===== src/rtl/ddr2_local_responder_pkg.sv =====
// ddr2_local_pkg: default widths and constants shared
// by the DDR2 local-interface responder files.
package ddr2_local_pkg;

   localparam int DEF_ADDR_WIDTH = 26;
   localparam int DEF_DATA_WIDTH = 128;

   localparam logic [DEF_DATA_WIDTH-1:0] ZERO_FILL = '0;

   localparam logic [15:0] LFSR_SEED = 16'hACE1;
   localparam logic [15:0] LFSR_TAPS = 16'hB400;

   function automatic logic [15:0] lfsr_next(
      input logic [15:0] s
   );
      return {s[14:0], ^(s & LFSR_TAPS)};
   endfunction

endpackage


===== src/rtl/ddr2_local_responder_rd_delay_pipe.sv =====
// ddr2_rd_delay_pipe: fixed-depth valid+data shift line
// with synchronous clear, used as the read latency pipe.
module ddr2_rd_delay_pipe #(
   parameter int DEPTH = 4,
   parameter int W     = 128
) (
   input  logic         clk,
   input  logic         clr,
   input  logic         in_valid,
   input  logic [W-1:0] in_data,
   output logic         out_valid,
   output logic [W-1:0] out_data
);

   logic [DEPTH-1:0] vld;
   logic [W-1:0]     dat [DEPTH];

   // shift valid and data one stage per cycle
   always_ff @(posedge clk) begin
      if (clr) begin
         vld <= '0;
         for (int i = 0; i < DEPTH; i++)
            dat[i] <= '0;
      end else begin
         vld[0] <= in_valid;
         dat[0] <= in_data;
         for (int i = 1; i < DEPTH; i++) begin
            vld[i] <= vld[i-1];
            dat[i] <= dat[i-1];
         end
      end
   end

   assign out_valid = vld[DEPTH-1];
   assign out_data  = dat[DEPTH-1];

endmodule


===== src/rtl/ddr2_local_responder.sv =====
// ddr2_local_responder: behavioural DDR2 local-side slave.
// Define DDR2_RESP_STALL_EN for LFSR-driven ready gaps.
module ddr2_local_responder
   import ddr2_local_pkg::*;
#(
   parameter int ADDR_WIDTH      = DEF_ADDR_WIDTH,
   parameter int DATA_WIDTH      = DEF_DATA_WIDTH,
   parameter int MEM_AW          = 4,
   parameter int ADDR_LSB        = 22,
   parameter int READ_LATENCY    = 4,
   parameter int MAX_OUTSTANDING = 8,
   parameter int INIT_CYCLES     = 64
) (
   input  logic                  clk,
   input  logic                  rst,
   input  logic [ADDR_WIDTH-1:0] local_address,
   input  logic                  local_burstbegin,
   input  logic                  local_read_req,
   input  logic                  local_write_req,
   input  logic [DATA_WIDTH-1:0] local_wdata,
   output logic                  local_ready,
   output logic                  local_init_done,
   output logic [DATA_WIDTH-1:0] local_rdata,
   output logic                  local_rdata_valid,
   output logic                  proto_err
);

   localparam int INIT_W  = $clog2(INIT_CYCLES + 1);
   localparam int ENTRIES = 1 << MEM_AW;

   logic [DATA_WIDTH-1:0] mem [ENTRIES];
   logic [ENTRIES-1:0]    written;
   logic [INIT_W-1:0]     init_cnt;
   logic                  init_done;
   logic [3:0]            outstanding;
   logic [15:0]           burst_cnt;
   logic                  stall;
   logic                  req;
   logic                  rd_acc;
   logic                  wr_acc;
   logic                  pipe_valid;
   logic [MEM_AW-1:0]     idx;
   logic [DATA_WIDTH-1:0] rd_data;
   logic [DATA_WIDTH-1:0] pipe_in;
   logic [DATA_WIDTH-1:0] pipe_data;
   logic                  unused_addr;

   assign idx         = local_address[ADDR_LSB +: MEM_AW];
   assign unused_addr = ^local_address;
   assign req         = local_read_req | local_write_req;

   assign local_ready = init_done && !stall &&
      (outstanding < 4'(MAX_OUTSTANDING));

   assign wr_acc = local_ready && local_write_req;
   assign rd_acc = local_ready && local_read_req &&
      !local_write_req;

   assign rd_data = written[idx] ? mem[idx] :
      DATA_WIDTH'(ZERO_FILL);
   assign pipe_in = rd_acc ? rd_data :
      DATA_WIDTH'(ZERO_FILL);

   assign local_init_done   = init_done;
   assign local_rdata       = pipe_data;
   assign local_rdata_valid = pipe_valid;

`ifdef DDR2_RESP_STALL_EN
   logic [15:0] lfsr;

   // pseudo-random ready gaps once init is complete
   always_ff @(posedge clk) begin
      if (rst)
         lfsr <= LFSR_SEED;
      else if (init_done)
         lfsr <= lfsr_next(lfsr);
   end

   assign stall = (lfsr[1:0] == 2'b00);
`else
   assign stall = 1'b0;
`endif

   // calibration emulation: count, then hold init_done
   always_ff @(posedge clk) begin
      if (rst) begin
         init_cnt  <= '0;
         init_done <= 1'b0;
      end else if (!init_done) begin
         if (init_cnt == INIT_W'(INIT_CYCLES - 1))
            init_done <= 1'b1;
         else
            init_cnt <= init_cnt + 1'b1;
      end
   end

   // array data is intentionally left unreset
   always_ff @(posedge clk) begin
      if (wr_acc)
         mem[idx] <= local_wdata;
   end

   // written bits, outstanding reads, error and burst count
   always_ff @(posedge clk) begin
      if (rst) begin
         written     <= '0;
         outstanding <= '0;
         proto_err   <= 1'b0;
         burst_cnt   <= '0;
      end else begin
         if (wr_acc)
            written[idx] <= 1'b1;
         unique case ({rd_acc, pipe_valid})
            2'b10:   outstanding <= outstanding + 1'b1;
            2'b01:   outstanding <= outstanding - 1'b1;
            default: outstanding <= outstanding;
         endcase
         if ((req && !init_done) ||
             (local_ready && local_read_req &&
              local_write_req))
            proto_err <= 1'b1;
         if ((rd_acc || wr_acc) && local_burstbegin)
            burst_cnt <= burst_cnt + 1'b1;
      end
   end

   ddr2_rd_delay_pipe #(
      .DEPTH (READ_LATENCY),
      .W     (DATA_WIDTH)
   ) u_pipe (
      .clk       (clk),
      .clr       (rst),
      .in_valid  (rd_acc),
      .in_data   (pipe_in),
      .out_valid (pipe_valid),
      .out_data  (pipe_data)
   );

endmodule


===== config.mk =====
export PLATFORM = sky130hd
export DESIGN_NAME = ddr2_local_responder
export DESIGN_NICKNAME = d
export VERILOG_FILES = /design/src/rtl/ddr2_local_responder_pkg.sv /design/src/rtl/ddr2_local_responder_rd_delay_pipe.sv /design/src/rtl/ddr2_local_responder.sv
export SDC_FILE = /design/constraint.sdc
export NUM_CORES = 2
export LEC_CHECK = 0
export CORE_MARGIN = 10
export CORE_UTILIZATION = 57
export CTS_BUF_LIST = sky130_fd_sc_hd__clkbuf_8
export DETAILED_ROUTE_END_ITERATION = 12
export GPL_TIMING_DRIVEN = 0
export PLACE_DENSITY = 0.78
export RECOVER_POWER = 50
export SETUP_SLACK_MARGIN = 0.2
export SLEW_MARGIN = 30
export SYNTH_ARGS = -nofsm -noshare
export SYNTH_HDL_FRONTEND = slang
export SYNTH_SLANG_ARGS = --single-unit

===== constraint.sdc =====
create_clock -name clk -period 17.33 [get_ports clk]
set_input_delay 3.466 -clock clk [delete_from_list [all_inputs] [get_ports clk]]
set_output_delay 3.466 -clock clk [all_outputs]
set_load 0.005 [all_outputs]

==> flow_summary.toml <==
[floorplanning]
core_um2 = 162000
start_util_pct = 57.2
io_pins = 291
die_height_um = 424
num_rows = 148
die_area_um2 = 180000
fp.dieW_um = 424

[cts]
post-cts-setup-buffer-count = 0
h-tree-depth = 5
cts_made_buffers = 399
cts_tree = "yes"
cts-root-buf = "clkbuf_8"
ctsHoldBuffers = 0
clkSinkCount = 2593
clk_pin_slew_ns = 0.06
clkLatencyLatePin_ns = 1.07
clk_path_buf_depth = 4
cts_resized = 0

[setup_path]
max_stage_delay_ns = 1.85
startpoint = "local_address[23]"
cpMaxStageDelayCell = "nor4_1"
required_ns = 18.05
crit_type = "in2reg"
cp_max_fo = 10
cp.arrival_ns = 8.66
rr_worst_depth = 8
regToRegSetupSlack_ns = 12.94
reg2reg_to = "mem[4][77]$_DFFE_PP_"
cp_common_cell = "buf_4"
cp-end-kind = "flop"
cp-endpoint = "mem[4][77]$_DFFE_PP_"
setup.worst_path.start_class = "input port"
path_cells = "clkbuf_1 -> clkbuf_1 -> clkbuf_1 -> clkbuf_1 -> nor4_1 -> buf_4 -> buf_4 -> buf_4 -> buf_6 -> buf_4 -> buf_4"
rr_startpoint = "local_init_done$_SDFF_PP0_"

[worst_hold_path]
min_path_type = "reg2reg"
holdPathStages = 1

[synth]
synth_top_area_share_pct = 66.1
yosysUniqueCellTypes = 42
synth_nets = 4550
synthTopCellsByArea = "edfxtp_1, mux4_2, dfxtp_1"
syn_avg_cell_area_um2 = 21.2
syn-cell-area_um2 = 93000
synth_edf_count = 2048
synth.yosys.warnings = 0
synthFlopType = "edfxtp_1"
yosys_register_bits = 2593
ys_async_sr_fraction_pct = 0
synth_top_area_cell = "edfxtp_1"
netlist_instances = 4387
yosysSeqAreaShare_pct = 77.9

[global_route]
grt_usage_pct = 24.4
top_usage_layer = "met2"
globalRouteMet2Util_pct = 40.4
grt_pass1_wl_um = 323000
grt_max_degree = 20
met1_usage_pct = 29.9
grt-ovfl-total = 0
grt_antenna_before_repair = 56
gr-usage-met3_pct = 6.02
grt_pass1_vias = 48505

[final_layout]
drive_gt1_share_pct = 29.7
area.sequential_um2 = 72400
area_growth_pct = 18.0
nets = 5464
nFillCells = 9769
stdcell_area_um2 = 110000
multiInputGateArea_um2 = 18200

[timing]
finClkSkew_ns = 0.0693
period_share_pct = 45.8
hold-worst-slack_ns = 0.423
relSlewSlack_pct = -49.4
tightest_slew_ns = 2.22
slew_violations = 52
fmax_mhz = 126
setup_ws_ns = 9.39
setup_viol = 0
fin_crit_ns = 7.94
grt_setup_unrepaired = "false"
hold_viol_final = 0

[power]
peakVddDrop_mv = 0.0863
leakagePower_nw = 36.7
p_per_area_nw_per_um2 = 109

[detailed_routing]
wl_per_cell_um = 28.3
first_iter_violations = 5440
first_pass_iters = 5
antenna_left = 0
drc = 0
vias = 46988
drt_wl_total_um = 222000
via_per_inst = 6.00

[placed_design]
place_hpwl_um = 146000
gp_congestion = 0.772
dpl_worst_slack_ns = 9.90
dpl-instance-area_um2 = 102000
io_buffer_count = 264

[status]
outcome = "complete, but fails checks"
violations = "max-capacitance violations, max-slew violations"

[flow_run]
max-cap-violations = 7
[sequential cells by signal, indices dropped and copies added (netlist names)]
signal / flops
proto_err: 1
outstanding: 4
init_cnt: 7
local_init_done: 1
written: 16
u_pipe.vld: 4
mem: 2048
u_pipe.dat: 512
[layout by cell type, fill, tap and decap left out, types with 5 or more instances in the layout]
cell type and instances:
a21oi_1 15, a22oi_1 284, a22oi_2 100, buf_12 13, buf_16 83, buf_2 89, buf_4 299, buf_6 21
bufinv_16 12, clkbuf_1 118, clkbuf_8 456, clkdlybuf4s50_1 135, clkinv_1 55, clkinv_2 49, dfxtp_1 545, diode_2 30
dlygate4sd3_1 129, edfxtp_1 2048, inv_1 149, mux2i_1 5, mux4_2 514, nand3_1 7, nor2_1 25, nor2_4 7
nor2b_1 394, nor3_1 5, o21ai_0 7, o21ba_2 7, or3_1 5
[worst min-delay path by stage]
| stage | from | end |
|---|---|---|
| after global placement | u_pipe.dat[0][156]$_SDFF_PP0_ | u_pipe.dat[0][284]$_SDFF_PP0_ |
| after CTS | u_pipe.dat[0][51]$_SDFF_PP0_ | u_pipe.dat[0][179]$_SDFF_PP0_ |
| after global routing | u_pipe.dat[0][51]$_SDFF_PP0_ | u_pipe.dat[0][179]$_SDFF_PP0_ |
| after floorplan | u_pipe.dat[0][0]$_SDFF_PP0_ | u_pipe.dat[0][128]$_SDFF_PP0_ |
| final | u_pipe.dat[0][83]$_SDFF_PP0_ | u_pipe.dat[0][211]$_SDFF_PP0_ |
| after detailed placement | u_pipe.dat[0][320]$_SDFF_PP0_ | u_pipe.dat[0][448]$_SDFF_PP0_ |
[cell type report]
type                    instances  share of cell area, %
repair buffers                513                   5.69
flip-flops and latches       2593                   66.0
multi-input cells            1411                   16.6
diodes                         30                 0.0684
well taps                    2175                   2.48
clock inverters               267                   1.28
clock buffers                 456                   5.72
inverters                       3                 0.0103
plain buffers                 380                   2.15
[metal layers]
metal  wire (µm)  share of wire, %
met1       77200                35
met2      113000                51
met5          99             0.045
met4       11700               5.3
met3       20200               9.1
[kinds of logic after synthesis]
kind of cell | after synthesis | share of synthesized area (%)
adders and majority gates | 4 | 0.0538
AOI/OAI and AO/OA | 419 | 3.90
muxes | 520 | 12.5
DFF | 2593 | 77.9
xor gates and xnor gates | 4 | 0.0377
buffers and inverters | 383 | 2.57
and+or+nand+nor | 464 | 3.04
[report_power, final]
group	switching [mW]	internal [mW]	total [mW]
Sequential	0.000888	6.70	6.70
Combinational	0.269	0.160	0.429
Clock	2.27	2.57	4.85
[synth_stat cells, drive strengths merged, types with 4 or more instances]
| cell | instances |
|---|---|
| nor2b | 394 |
| dfxtp | 545 |
| a21oi | 15 |
| nand3 | 7 |
| o21ba | 7 |
| xor2 | 4 |
| mux4 | 514 |
| nor3 | 8 |
| mux2i | 5 |
| nand2 | 4 |
| nor2 | 32 |
| or3 | 5 |
| o21ai | 7 |
| edfxtp | 2048 |
| clkbuf | 106 |
| buf | 274 |
| ha | 4 |
| a22oi | 384 |
[worst max-delay path: cells and delay by family]
| kind | cells | cell delay [ns] |
|---|---|---|
| and+or+nand+nor | 1 | 1.85 |
| buffers and inverters | 10 | 3.25 |
[stage by stage]
stage | TNS [ns] | utilization, % | total power [mW] | cells
floorplan | 0 | - | 7.07 | 4387
global placement | -5456.41 | 60.6 | 7.25 | 6826
detailed placement | 0 | 62.9 | 7.27 | 7075
CTS | 0 | 67.6 | 12.1 | 7798
global route | 0 | 67.6 | 12.3 | 7818
finish | 0 | 67.6 | 12.0 | 7828
Power figures use the tool's default switching activity.
